==> src/rtl/id_ex_reg.sv <==
// ID/EX pipeline register for the 5-stage RV32 core, with the load-use hazard detector.
// Optional feature: define ID_EX_LOAD_USE_STALL_EN to enable load-use stall; otherwise stall is tied to 0.
module id_ex_reg #(
    parameter int XLEN = 32
) (
    input  logic            clk,
    input  logic            rst_n,
    input  logic            flush,
    input  logic [31:0]     instruc_in,
    input  logic [XLEN-1:0] pc_in,
    input  logic [XLEN-1:0] rs1_data_in,
    input  logic [XLEN-1:0] rs2_data_in,
    input  logic [XLEN-1:0] imm_in,
    input  logic [1:0]      ALUOp_in,
    input  logic            ALUSrc_in,
    input  logic            branch_in,
    input  logic            mem_read_in,
    input  logic            mem_write_in,
    input  logic            reg_write_in,
    input  logic            mem_to_reg_in,
    output logic            stall,
    output logic            ex_valid,
    output logic [1:0]      ex_ALUOp,
    output logic            ex_ALUSrc,
    output logic            ex_branch,
    output logic            ex_mem_read,
    output logic            ex_mem_write,
    output logic            ex_reg_write,
    output logic            ex_mem_to_reg,
    output logic [XLEN-1:0] ex_pc,
    output logic [XLEN-1:0] ex_rs1_data,
    output logic [XLEN-1:0] ex_rs2_data,
    output logic [XLEN-1:0] ex_imm,
    output logic [4:0]      ex_rs1,
    output logic [4:0]      ex_rs2,
    output logic [4:0]      ex_rd,
    output logic [2:0]      ex_funct3,
    output logic            ex_funct7b5
);

    typedef struct packed {
        logic            valid;
        logic [1:0]      alu_op;
        logic            alu_src;
        logic            branch;
        logic            mem_read;
        logic            mem_write;
        logic            reg_write;
        logic            mem_to_reg;
        logic [XLEN-1:0] pc;
        logic [XLEN-1:0] rs1_data;
        logic [XLEN-1:0] rs2_data;
        logic [XLEN-1:0] imm;
        logic [4:0]      rs1;
        logic [4:0]      rs2;
        logic [4:0]      rd;
        logic [2:0]      funct3;
        logic            funct7b5;
    } slot_t;

    slot_t slot_d, slot_q;
    logic  hazard;
    logic  unused_instr_bits;

    logic [4:0] id_rs1, id_rs2;
    assign id_rs1 = instruc_in[19:15];
    assign id_rs2 = instruc_in[24:20];

`ifdef ID_EX_LOAD_USE_STALL_EN
    logic [6:0] opcode;
    logic       uses_rs1, uses_rs2;

    assign opcode   = instruc_in[6:0];
    assign uses_rs1 = opcode inside {7'b0110011, 7'b0000011, 7'b0100011, 7'b1100011, 7'b0010011};
    assign uses_rs2 = opcode inside {7'b0110011, 7'b0100011, 7'b1100011};

    // Only a load still sitting in EX can hazard; its data is not ready until after MEM.
    assign hazard = slot_q.valid & slot_q.mem_read & (slot_q.rd != 5'd0)
                  & ((uses_rs1 & (slot_q.rd == id_rs1)) | (uses_rs2 & (slot_q.rd == id_rs2)));
    assign unused_instr_bits = ^{instruc_in[31], instruc_in[29:25]};
`else
    assign hazard = 1'b0;
    assign unused_instr_bits = ^{instruc_in[31], instruc_in[29:25], instruc_in[6:0]};
`endif

    // The instruction in ID is discarded on a flush, so holding it would be pointless.
    assign stall = hazard & ~flush;

    always_comb begin
        // NOTE: default first so every path assigns slot_d; avoids an inferred latch.
        slot_d = '0;
        if (!flush && !hazard) begin
            slot_d.valid      = 1'b1;
            slot_d.alu_op     = ALUOp_in;
            slot_d.alu_src    = ALUSrc_in;
            slot_d.branch     = branch_in;
            slot_d.mem_read   = mem_read_in;
            slot_d.mem_write  = mem_write_in;
            slot_d.reg_write  = reg_write_in;
            // mem_to_reg is a don't-care for non-writing instructions; gating forces a clean 0.
            slot_d.mem_to_reg = reg_write_in & mem_to_reg_in;
            slot_d.pc         = pc_in;
            slot_d.rs1_data   = rs1_data_in;
            slot_d.rs2_data   = rs2_data_in;
            slot_d.imm        = imm_in;
            slot_d.rs1        = id_rs1;
            slot_d.rs2        = id_rs2;
            slot_d.rd         = instruc_in[11:7];
            slot_d.funct3     = instruc_in[14:12];
            slot_d.funct7b5   = instruc_in[30];
        end
    end

    // NOTE: sequential state uses non-blocking assignments only.
    always_ff @(posedge clk or negedge rst_n) begin
        if (!rst_n) slot_q <= '0;
        else        slot_q <= slot_d;
    end

    assign ex_valid      = slot_q.valid;
    assign ex_ALUOp      = slot_q.alu_op;
    assign ex_ALUSrc     = slot_q.alu_src;
    assign ex_branch     = slot_q.branch;
    assign ex_mem_read   = slot_q.mem_read;
    assign ex_mem_write  = slot_q.mem_write;
    assign ex_reg_write  = slot_q.reg_write;
    assign ex_mem_to_reg = slot_q.mem_to_reg;
    assign ex_pc         = slot_q.pc;
    assign ex_rs1_data   = slot_q.rs1_data;
    assign ex_rs2_data   = slot_q.rs2_data;
    assign ex_imm        = slot_q.imm;
    assign ex_rs1        = slot_q.rs1;
    assign ex_rs2        = slot_q.rs2;
    assign ex_rd         = slot_q.rd;
    assign ex_funct3     = slot_q.funct3;
    assign ex_funct7b5   = slot_q.funct7b5;

endmodule

==> config.mk <==
export PLATFORM = sky130hd
export DESIGN_NAME = id_ex_reg
export DESIGN_NICKNAME = d
export VERILOG_FILES = /design/src/rtl/id_ex_reg.sv
export SDC_FILE = /design/constraint.sdc
export NUM_CORES = 1
export LEC_CHECK = 0
export ABC_AREA = 1
export BUFFER_PORTS_ARGS = -buffer_cell sky130_fd_sc_hd__buf_2
export CAP_MARGIN = 20
export CORE_ASPECT_RATIO = 2
export CORE_MARGIN = 2
export CORE_UTILIZATION = 25
export CTS_CLUSTER_DIAMETER = 80
export DETAILED_ROUTE_END_ITERATION = 8
export HOLD_SLACK_MARGIN = 0.05
export PLACE_DENSITY = 0.62
export RECOVER_POWER = 25
export SYNTH_ARGS = -nofsm -noshare
export SYNTH_HDL_FRONTEND = slang
export SYNTH_SLANG_ARGS = --single-unit
==> constraint.sdc <==
create_clock -name clk -period 0.8 [get_ports clk]
set_input_delay 0 -clock clk [delete_from_list [all_inputs] [get_ports clk]]
set_output_delay 0 -clock clk [all_outputs]
set_load 0.01 [all_outputs]
# ---- After elaboration in Yosys (flattened, before gate mapping)
# Cells that the tools add are included.
dict set report op_classes {
  bitwise_logic 1
  muxes 1
}
# cell count
set op_table {}
lappend op_table {{two-way mux 156 bit} 1}
lappend op_table {{bitwise AND 1 bit} 1}
dict set report totals {
  regBits 156
  in_bits 171
  out_inout_bits 157
  elab_cells 19
}

# ---- Longest topological paths before layout
# Gate-level depths: netlist (run 1).
dict set report logic_depth {
  depth_word 2
  mapped_depth 3
  ltp_nobuf 2
}

# ---- Least setup slack after synthesis (run 1)
# OpenSTA, ideal clock, no wires.
dict set report synth_timing {
  kind {input to register}
  start {in flush}
  end {reg slot_q (netlist bit ex_pc[0])}
  path_slack_ns 0.366
  stages 3
  t_required_ns 0.729
  n_path_buf 2
  setup_time_ns 0.071
  arrival_time_ns 0.363
  cell_sequence {buf_4 buf_6 nor2_1}
}
# element line_no
set synth_rtl {}
lappend synth_rtl {{from (decl)} 8} ;# input logic flush,
lappend synth_rtl {{to (signal assigned)} 117} ;# else slot_q <= slot_d;
lappend synth_rtl {{to (decl)} 61} ;# slot_t slot_d, slot_q;

# ---- Worst setup path after layout (run 1)
dict set report layout_timing {
  start {reg slot_q (netlist bit ex_imm[15])}
  end {out ex_imm[15]}
}
# element line_no
set layout_rtl {}
lappend layout_rtl {{to (decl)} 33} ;# output logic [XLEN-1:0] ex_imm,
# No word-level cell between the ends.

==> run_results.csv, run 1 <==
group,metric,value,unit
timing,maxSlewHeadroom,62.6,%
clock_network,htreeDepth,4,
clock_network,cts_tree,"yes",
synthesis,ys_seq_area_share,74.2,%
final_layout,postLayoutCellArea,9690,um2
final_layout,final_common_cell,"buf_2",
worst_setup_path,crit_end,"ex_imm[15]",
drt,wirelength,16600,um
floorplan,coreArea,20800,um2
timing,layout_min_cycle_time,0.972,ns
synthesis,synth_cells,486,
worst_setup_path,cp_num_cells,1,
timing,max_freq,1030,MHz
placement,place.gp.congestion,0.809,
run_status,violations,"setup timing",
global_routing,grt_max_degree,60,
final_layout,area_growth,84.1,%
floorplan,start_util,25.3,%
synthesis,synth.distinct_cells,8,
worst_setup_path,critPathArrivalTime,0.97,ns
placement,place_area,7110,um2
synthesis,yosysWarningCount,0,
timing,setup_slack,-0.172,ns
worst_setup_path,cp_cell_sequence,"buf_2",
drt,drc,0,
global_routing,grt_pass1_wl,25600,um
timing,whs,0.161,ns
synthesis,yosysTopAreaCell,"dfrtp_1",
drt,vias,4710,
clock_network,post_cts_buffers,0,
worst_setup_path,cp_data_required_time,0.80,ns
pwr,vdd_ir_drop_max,0.00108,V
timing,rsz0062_at_grt,"true",
floorplan,pin_count,328,
worst_setup_path,path_delay_family,"flip-flops",
timing,tightest_slew,0.561,ns
drt,drt_pass1_iterations,4,
clock_network,numCtsBuffers,17,
timing,maxSlewViolCount,0,
final_layout,n_fill_cell,1945,
placement,dp_cells,1056,
pwr,p_per_area,2020,nW/um2
synthesis,yosysTopAreaCellShare,74.2,%
synthesis,synth_nets,657,
synthesis,synth_seq_cells,156,
flow_run,cap_violations,0,
floorplan,dieArea,22300,um2
global_routing,grt_usage,15.3,%
final_layout,diodes,0,
final_layout,multiInputGateArea,589,um2
global_routing,grt.overflow.total,0,
clock_network,path_clk_slew,0.06,ns
worst_setup_path,cp-start-kind,"flip-flop",
clock_network,root_buffer,"clkbuf_16",
drt,drtAntennaViolNets,0,
floorplan,die_y,209,um
final_layout,fin_util,46.5,%
drt,drt_iter0_drc,163,
placement,portBuffers,313,
global_routing,grt_pass1_vias,5111,
pwr,power_leakage,5.61,nW
global_routing,antenna_found_initial,0,
final_layout,drive_above_1_share,35.8,%
worst_setup_path,cp_slowest_cell,"dfrtp_1",
timing,finalSetupTns,-22.37,ns
synthesis,synth_area_leaders,"dfrtp_1, inv_1, nor2_1, buf_6, buf_4",
worst_setup_path,worstSetupPathType,"flip-flop to output port",
timing,fin_crit_sh,121,%
floorplan,rows,75,
drt,viasPerCell,3.78,
worst_setup_path,crit_path_end_kind,"output port",
final_layout,ff_latch_area,3900,um2
final_layout,fin_cells,1245,
worst_setup_path,cp_max_fo,1,
synthesis,avgSynthCellArea,10.8,um2
drt,post_drt_wl_per_cell,13.3,um
worst_setup_path,startpoint,"ex_imm[15]",
placement,dpl.hpwl,10700,um
clock_network,cts_hold_buf,157,
run_status,status,"finished with violations",
clock_network,clock_sinks,156,
final_layout,nNetsFinal,1134,
floorplan,die_w,107,um
timing,hold_viol_final,0,
worst_setup_path,cp_num_buf_inv,1,
clock_network,clockBufferDepth,2,
final_layout,final_cell_mix,"buf_2, dlygate4sd3_1, dfrtp_1",
min_path,min_path_type,"input pin to asynchronous set/reset pin",
synthesis,synth_area,5260,um2
timing,finalSetupViolCount,265,
worst_setup_path,cpPeakStageDelay,0.40,ns
[synthesized netlist by cell type (all sizes together)]
master	number
nand2	1
dfrtp	156
conb	1
nor2	155
inv	155
buf	18
[layer usage]
layer  vias up  share of wire (%)  global-route usage (%)  routed length, um
li1       2258                  -                       -                  -
met1      2168                 35                    15.5               5860
met2       224                 53                    26.4               8860
met3        60                6.2                    5.02               1030
met4         0                4.9                    9.76                817
met5         -                  0                       0                  0
[cell type report]
type,instances,share of cell area (%)
Tap cell,269,3.47
Inverter,155,6.00
Multi-Input combinational cell,157,6.08
Timing Repair Buffer,476,37.6
Clock inverter,12,1.92
Clock buffer,20,4.61
Sequential cell,156,40.3
[worst min-delay path by stage]
stage	end	slack (ns)	depth (start not counted)
after detailed placement	ex_imm[28]	-0.14	1
after global placement	ex_imm[29]	-0.14	1
after CTS	ex_imm[28]	-0.05	2
after global routing	ex_imm[28]	0.18	2
after floorplan	ex_ALUOp[0]	-0.30	0
final	ex_imm[28]	0.16	2
[per-stage QoR]
stage	setup slack, ns	total power [mW]
6_report	-0.172	19.6
5_1_grt	-0.209	20.6
4_1_cts	-0.206	19.9
3_5_place_dp	0.157	10.3
3_3_place_gp	0.154	10.3
2_1_floorplan	0.366	9.23
[repair_timing]
action                                  CTS  global route
hold endpoints to repair                312            15
endpoints found under the setup margin  156           156
gates resized for setup                  51            21
cloned                                    0             0
pin swaps                                 0             0
[power by group]
group          switching, mW  internal, mW  total [mW]
logic                   1.13          1.42        2.56
registers              0.139          8.29        8.43
clock network           3.28          5.34        8.63
[kinds of logic (layout without fill, tap and decap cells)]
kind of cell	after synthesis	in the layout	synth area share, %
buffers and inverters	173	663	14.6
other	1	1	0.0712
DFF	156	156	74.2
and+or+nand+nor	156	156	11.1
(Power assumes the default switching activity.)
==> inputs of run 2 (changes only) <==
--- a/config.mk
+++ b/config.mk
@@ -8,13 +8,12 @@
 export ABC_AREA = 1
 export BUFFER_PORTS_ARGS = -buffer_cell sky130_fd_sc_hd__buf_2
 export CAP_MARGIN = 20
-export CORE_ASPECT_RATIO = 2
-export CORE_MARGIN = 2
-export CORE_UTILIZATION = 25
+export CORE_AREA = 2 2 127 129
 export CTS_CLUSTER_DIAMETER = 80
 export DETAILED_ROUTE_END_ITERATION = 8
+export DIE_AREA = 0 0 129 131
 export HOLD_SLACK_MARGIN = 0.05
-export PLACE_DENSITY = 0.62
+export PLACE_DENSITY = 0.76
 export RECOVER_POWER = 25
 export SYNTH_ARGS = -nofsm -noshare
 export SYNTH_HDL_FRONTEND = slang
==> run 2 against run 1 <==
  * Utilization rose by 15 points
  * Count of clock-buffer cells in the layout rose by 2
  * Clock power fell by 9.8%
  * Largest cell class unchanged
  * The run still ends with setup timing left
  * Final cell count fell by 3.2%
  * Non-clock buffer count rose by 12
  * Setup slack improved by 0.011 ns
  * Sequential power barely moved
  * Combinational power rose by 3%
  * Critical path depth did not move
  * Via count rose by 2.0%
  * Sequential share of layout area rose by 0.18 points
==> run_results.csv, run 2 (same netlist as run 1, synthesis figures left out) <==
group,metric,value,unit
run_status,status,"finished with violations",
run_status,violations,"setup timing",
timing,rsz0062_at_grt,"true",
worst_setup_path,cp-start-kind,"flip-flop",
global_routing,antenna_found_initial,2,
timing,maxSlewViolCount,0,
drt,drtAntennaViolNets,0,
clock_network,clockBufferDepth,2,
worst_setup_path,worstSetupPathType,"flip-flop to output port",
clock_network,clock_sinks,156,
global_routing,grt.overflow.total,0,
pwr,power_frac_comb,14.0,%
floorplan,coreArea,15600,um2
timing,setup_slack,-0.161,ns
floorplan,die_w,129,um
clock_network,path_clk_slew,0.06,ns
floorplan,die_y,131,um
final_layout,fin_util,61.9,%
timing,hold_viol_final,0,
timing,finalSetupTns,-16.16,ns
clock_network,numCtsBuffers,17,
worst_setup_path,cpPeakStageDelay,0.42,ns
timing,finalSetupViolCount,156,
final_layout,postLayoutCellArea,9650,um2
drt,vias,4803,
pwr,power_leakage,5.65,nW
final_layout,final_cell_mix,"buf_2, dlygate4sd3_1, dfrtp_1",
worst_setup_path,cp_slowest_cell,"dfrtp_1",
pwr,vdd_ir_drop_max,0.00127,V
worst_setup_path,critPathArrivalTime,0.96,ns
global_routing,grt_pass1_wl,25500,um
placement,preCtsSetupSlack,0.0726,ns
final_layout,final_common_cell,"buf_2",
drt,drt_iter0_drc,215,
min_path,min_path_type,"input pin to flip-flop",
placement,dp_cells,1014,
flow_run,cap_violations,0,
global_routing,grt_usage,19.9,%
clock_network,cts_tree,"yes",
worst_setup_path,cp_num_buf_inv,1,
floorplan,start_util,33.7,%
pwr,p_seq_share,44.8,%
floorplan,dieArea,16900,um2
worst_setup_path,path_delay_family,"flip-flops",
final_layout,fin_cells,1205,
pwr,switchingPower,4.41,mW
placement,place_area,7140,um2
final_layout,nNetsFinal,1146,
drt,drc,0,
placement,portBuffers,313,
drt,wirelength,17300,um
floorplan,rows,46,
drt,viasPerCell,3.99,
global_routing,grt_pass1_vias,5229,
timing,tightest_slew,0.502,ns
placement,dpl.hpwl,9860,um
placement,place.gp.congestion,0.790,
timing,maxSlewHeadroom,66.5,%
pwr,clockPowerShare,41.3,%
drt,drt_pass1_iterations,4,
pwr,power.share.switching,23.4,%
floorplan,pin_count,328,
pwr,p_per_area,1950,nW/um2
final_layout,drive_above_1_share,36.6,%
global_routing,grt_max_degree,40,
timing,fin_crit_sh,120,%
clock_network,post_cts_buffers,0,
worst_setup_path,cp_max_fo,1,
worst_setup_path,cp_data_required_time,0.80,ns
worst_setup_path,crit_path_end_kind,"output port",
timing,max_freq,1040,MHz
worst_setup_path,cp_cell_sequence,"buf_6",
drt,post_drt_wl_per_cell,14.3,um
timing,layout_min_cycle_time,0.961,ns
clock_network,htreeDepth,4,
final_layout,area_growth,83.3,%
pwr,internal-power,14.4,mW
clock_network,root_buffer,"clkbuf_16",
[run 2: what timing repair did]
action / 4_1_cts / 5_1_grt
setup endpoints to repair: 156 / 157
hold buffers: 158 / 0
hold endpoints to repair: 311 / 0
resized for setup: 19 / 42
[run 2: worst paths after layout]
path / start / end / cells after the start
worst min-delay path: flush / ex_pc[15] / 3
worst max-delay path: ex_rs1_data[24] / ex_rs1_data[24] / 1
max in group asynchronous: rst_n / ex_pc[25] / 3
min in group asynchronous: rst_n / ex_ALUOp[0] / 2
[run 2: per-stage QoR]
step | hold WS (ns) | total power [mW]
floorplan | -0.296 | 9.23
global placement | -0.0826 | 10.3
detailed placement | -0.0847 | 10.3
CTS | 0.0461 | 18.8
global route | 0.0718 | 19.6
finish | 0.0759 | 18.8
[run 2: power by group through the flow]
stage	clock network [mW]	registers (mW)	logic, mW
after floorplan	0	8.76	0.469
after global placement	0	8.51	1.77
after detailed placement	0	8.52	1.81
after CTS	7.96	8.39	2.46
after global routing	8.28	8.46	2.87
final	7.78	8.43	2.63
[run 2: per-layer routing]
metal | up-vias | global-route usage [%] | wire (um) | part of all wire [%]
met5 | - | 0 | 0 | 0
met2 | 243 | 37.0 | 9310 | 54
met1 | 2246 | 19.9 | 6080 | 35
met3 | 38 | 7.25 | 1350 | 7.8
li1 | 2276 | - | - | -
met4 | 0 | 8.70 | 546 | 3.2
[run 2: layout make-up]
type                            instances  area, um2
Inverter                              155        582
Clock buffer                           22        494
Sequential cell                       156       3900
Multi-Input combinational cell        157        589
Antenna cell                            2       5.00
Fill cell                            1172       5950
Clock inverter                          9       83.8
Tap cell                              216        270
Timing Repair Buffer                  488       3720
==> inputs of run 3 (changes only) <==
--- a/config.mk
+++ b/config.mk
@@ -13,6 +13,7 @@
 export DETAILED_ROUTE_END_ITERATION = 8
 export DIE_AREA = 0 0 129 131
 export HOLD_SLACK_MARGIN = 0.05
+export MAX_ROUTING_LAYER = met4
 export PLACE_DENSITY = 0.76
 export RECOVER_POWER = 25
 export SYNTH_ARGS = -nofsm -noshare
==> run 3 against run 2 <==
  * The flow still finishes with violations (setup timing)
  * Design area shrank 0.45%
  * Sequential share of layout area is 0.18 points higher
  * Fmax hardly changed
  * Critical endpoint unchanged
  * Largest cell class unchanged
==> run_results.csv, run 3 (same netlist as run 1, synthesis figures left out) <==
group,metric,value,unit
global_routing,grt_pass1_wl,25300,um
worst_setup_path,cp_slowest_cell,"dfrtp_1",
floorplan,rows,46,
min_path,hold_end,"ex_pc[11]",
min_path,min_path_type,"input pin to flip-flop",
timing,setup_slack,-0.161,ns
clock_network,numCtsBuffers,17,
global_routing,grt.overflow.total,0,
floorplan,coreArea,15600,um2
global_routing,grt_usage,20.4,%
worst_setup_path,worstSetupPathType,"flip-flop to output port",
worst_setup_path,cp-start-kind,"flip-flop",
worst_setup_path,path_delay_family,"flip-flops",
timing,fin_crit_sh,120,%
drt,drt_pass1_iterations,4,
placement,place.gp.congestion,0.801,
placement,place_area,7140,um2
pwr,power,18.8,mW
timing,tightest_slew,0.502,ns
final_layout,area_growth,82.5,%
worst_setup_path,cp_data_required_time,0.80,ns
drt,post_drt_wl_per_cell,14.3,um
worst_setup_path,cpPeakStageDelay,0.42,ns
timing,finalSetupViolCount,156,
final_layout,final_cell_mix,"buf_2, dlygate4sd3_1, dfrtp_1",
pwr,power_leakage,5.65,nW
floorplan,dieArea,16900,um2
clock_network,clockBufferDepth,2,
drt,vias,4806,
worst_setup_path,cp_max_fo,1,
clock_network,clock_sinks,156,
pwr,p_per_area,1960,nW/um2
run_status,status,"finished with violations",
drt,drt_iter0_drc,197,
global_routing,grt_pass1_vias,5239,
final_layout,postLayoutCellArea,9610,um2
timing,rsz0062_at_grt,"true",
pwr,vdd_ir_drop_max,0.00126,V
clock_network,cts_tree,"yes",
placement,portBuffers,313,
final_layout,nNetsFinal,1146,
min_path,hp-start,"flush",
timing,maxSlewViolCount,0,
global_routing,grt_max_degree,40,
clock_network,post_cts_buffers,0,
floorplan,start_util,33.7,%
placement,dpl.hpwl,9860,um
floorplan,pin_count,328,
drt,viasPerCell,3.99,
clock_network,root_buffer,"clkbuf_16",
drt,drtAntennaViolNets,0,
run_status,violations,"setup timing",
flow_run,cap_violations,0,
timing,hold_viol_final,0,
worst_setup_path,cp_num_buf_inv,1,
floorplan,die_w,129,um
worst_setup_path,crit_path_end_kind,"output port",
final_layout,drive_above_1_share,36.6,%
drt,wirelength,17200,um
worst_setup_path,cp_cell_sequence,"buf_6",
clock_network,path_clk_slew,0.06,ns
min_path,holdPathStages,3,
global_routing,antenna_found_initial,2,
floorplan,die_y,131,um
clock_network,htreeDepth,4,
final_layout,final_common_cell,"buf_2",
timing,layout_min_cycle_time,0.961,ns
drt,drc,0,
worst_setup_path,critPathArrivalTime,0.96,ns
timing,max_freq,1040,MHz
timing,maxSlewHeadroom,66.5,%
## run 3: metal layers
layer / GRT usage [%] / vias up / wire length [um]
met5: - / - / 0
met4: 8.06 / 0 / 534
met3: 6.43 / 36 / 1300
met2: 37.0 / 238 / 9240
met1: 20.6 / 2256 / 6140
li1: - / 2276 / -
## run 3: cell type report
class	instances	area [um2]
Antenna cell	2	5.00
Inverter	155	582
Multi-Input combinational cell	157	589
Clock inverter	9	83.8
Sequential cell	156	3900
Clock buffer	22	494
Timing Repair Buffer	488	3680
Fill cell	1177	5990
Tap cell	216	270
## run 3: worst max-delay path by stage
stage	cells after the start	start	slack, ns	to
6_report	1	ex_rs1_data[24]	-0.16	ex_rs1_data[24]
5_1_grt	1	ex_rs1_data[15]	-0.20	ex_rs1_data[15]
4_1_cts	1	ex_rs1_data[15]	-0.17	ex_rs1_data[15]
3_5_place_dp	3	flush	0.07	ex_pc[30]
3_3_place_gp	3	flush	0.10	ex_branch
2_1_floorplan	3	flush	0.37	ex_pc[0]
## run 3: report_power, final
group / internal, mW / switching (mW)
Combinational: 1.43 / 1.18
Sequential: 8.29 / 0.136
Clock: 4.68 / 3.09
## run 3: stage by stage
stage	utilization, %	setup TNS (ns)	setup WS [ns]	cells	hold slack, ns
finish	61.6	-16.08	-0.161	1205	0.0701
floorplan	-	0	0.366	486	-0.296
detailed placement	45.7	0	0.0726	1014	-0.0847
global route	61.6	-23.04	-0.201	1205	0.0677
global placement	45.7	0	0.103	1014	-0.0826
CTS	60.2	-19.16	-0.169	1203	0.0461
## run 3: what timing repair did
| action | 4_1_cts | 5_1_grt |
|---|---|---|
| pin swaps | 0 | 0 |
| setup endpoints to repair | 156 | 157 |
| hold endpoints to repair | 311 | 0 |
| hold buffers | 158 | 0 |
| resized for setup | 19 | 35 |
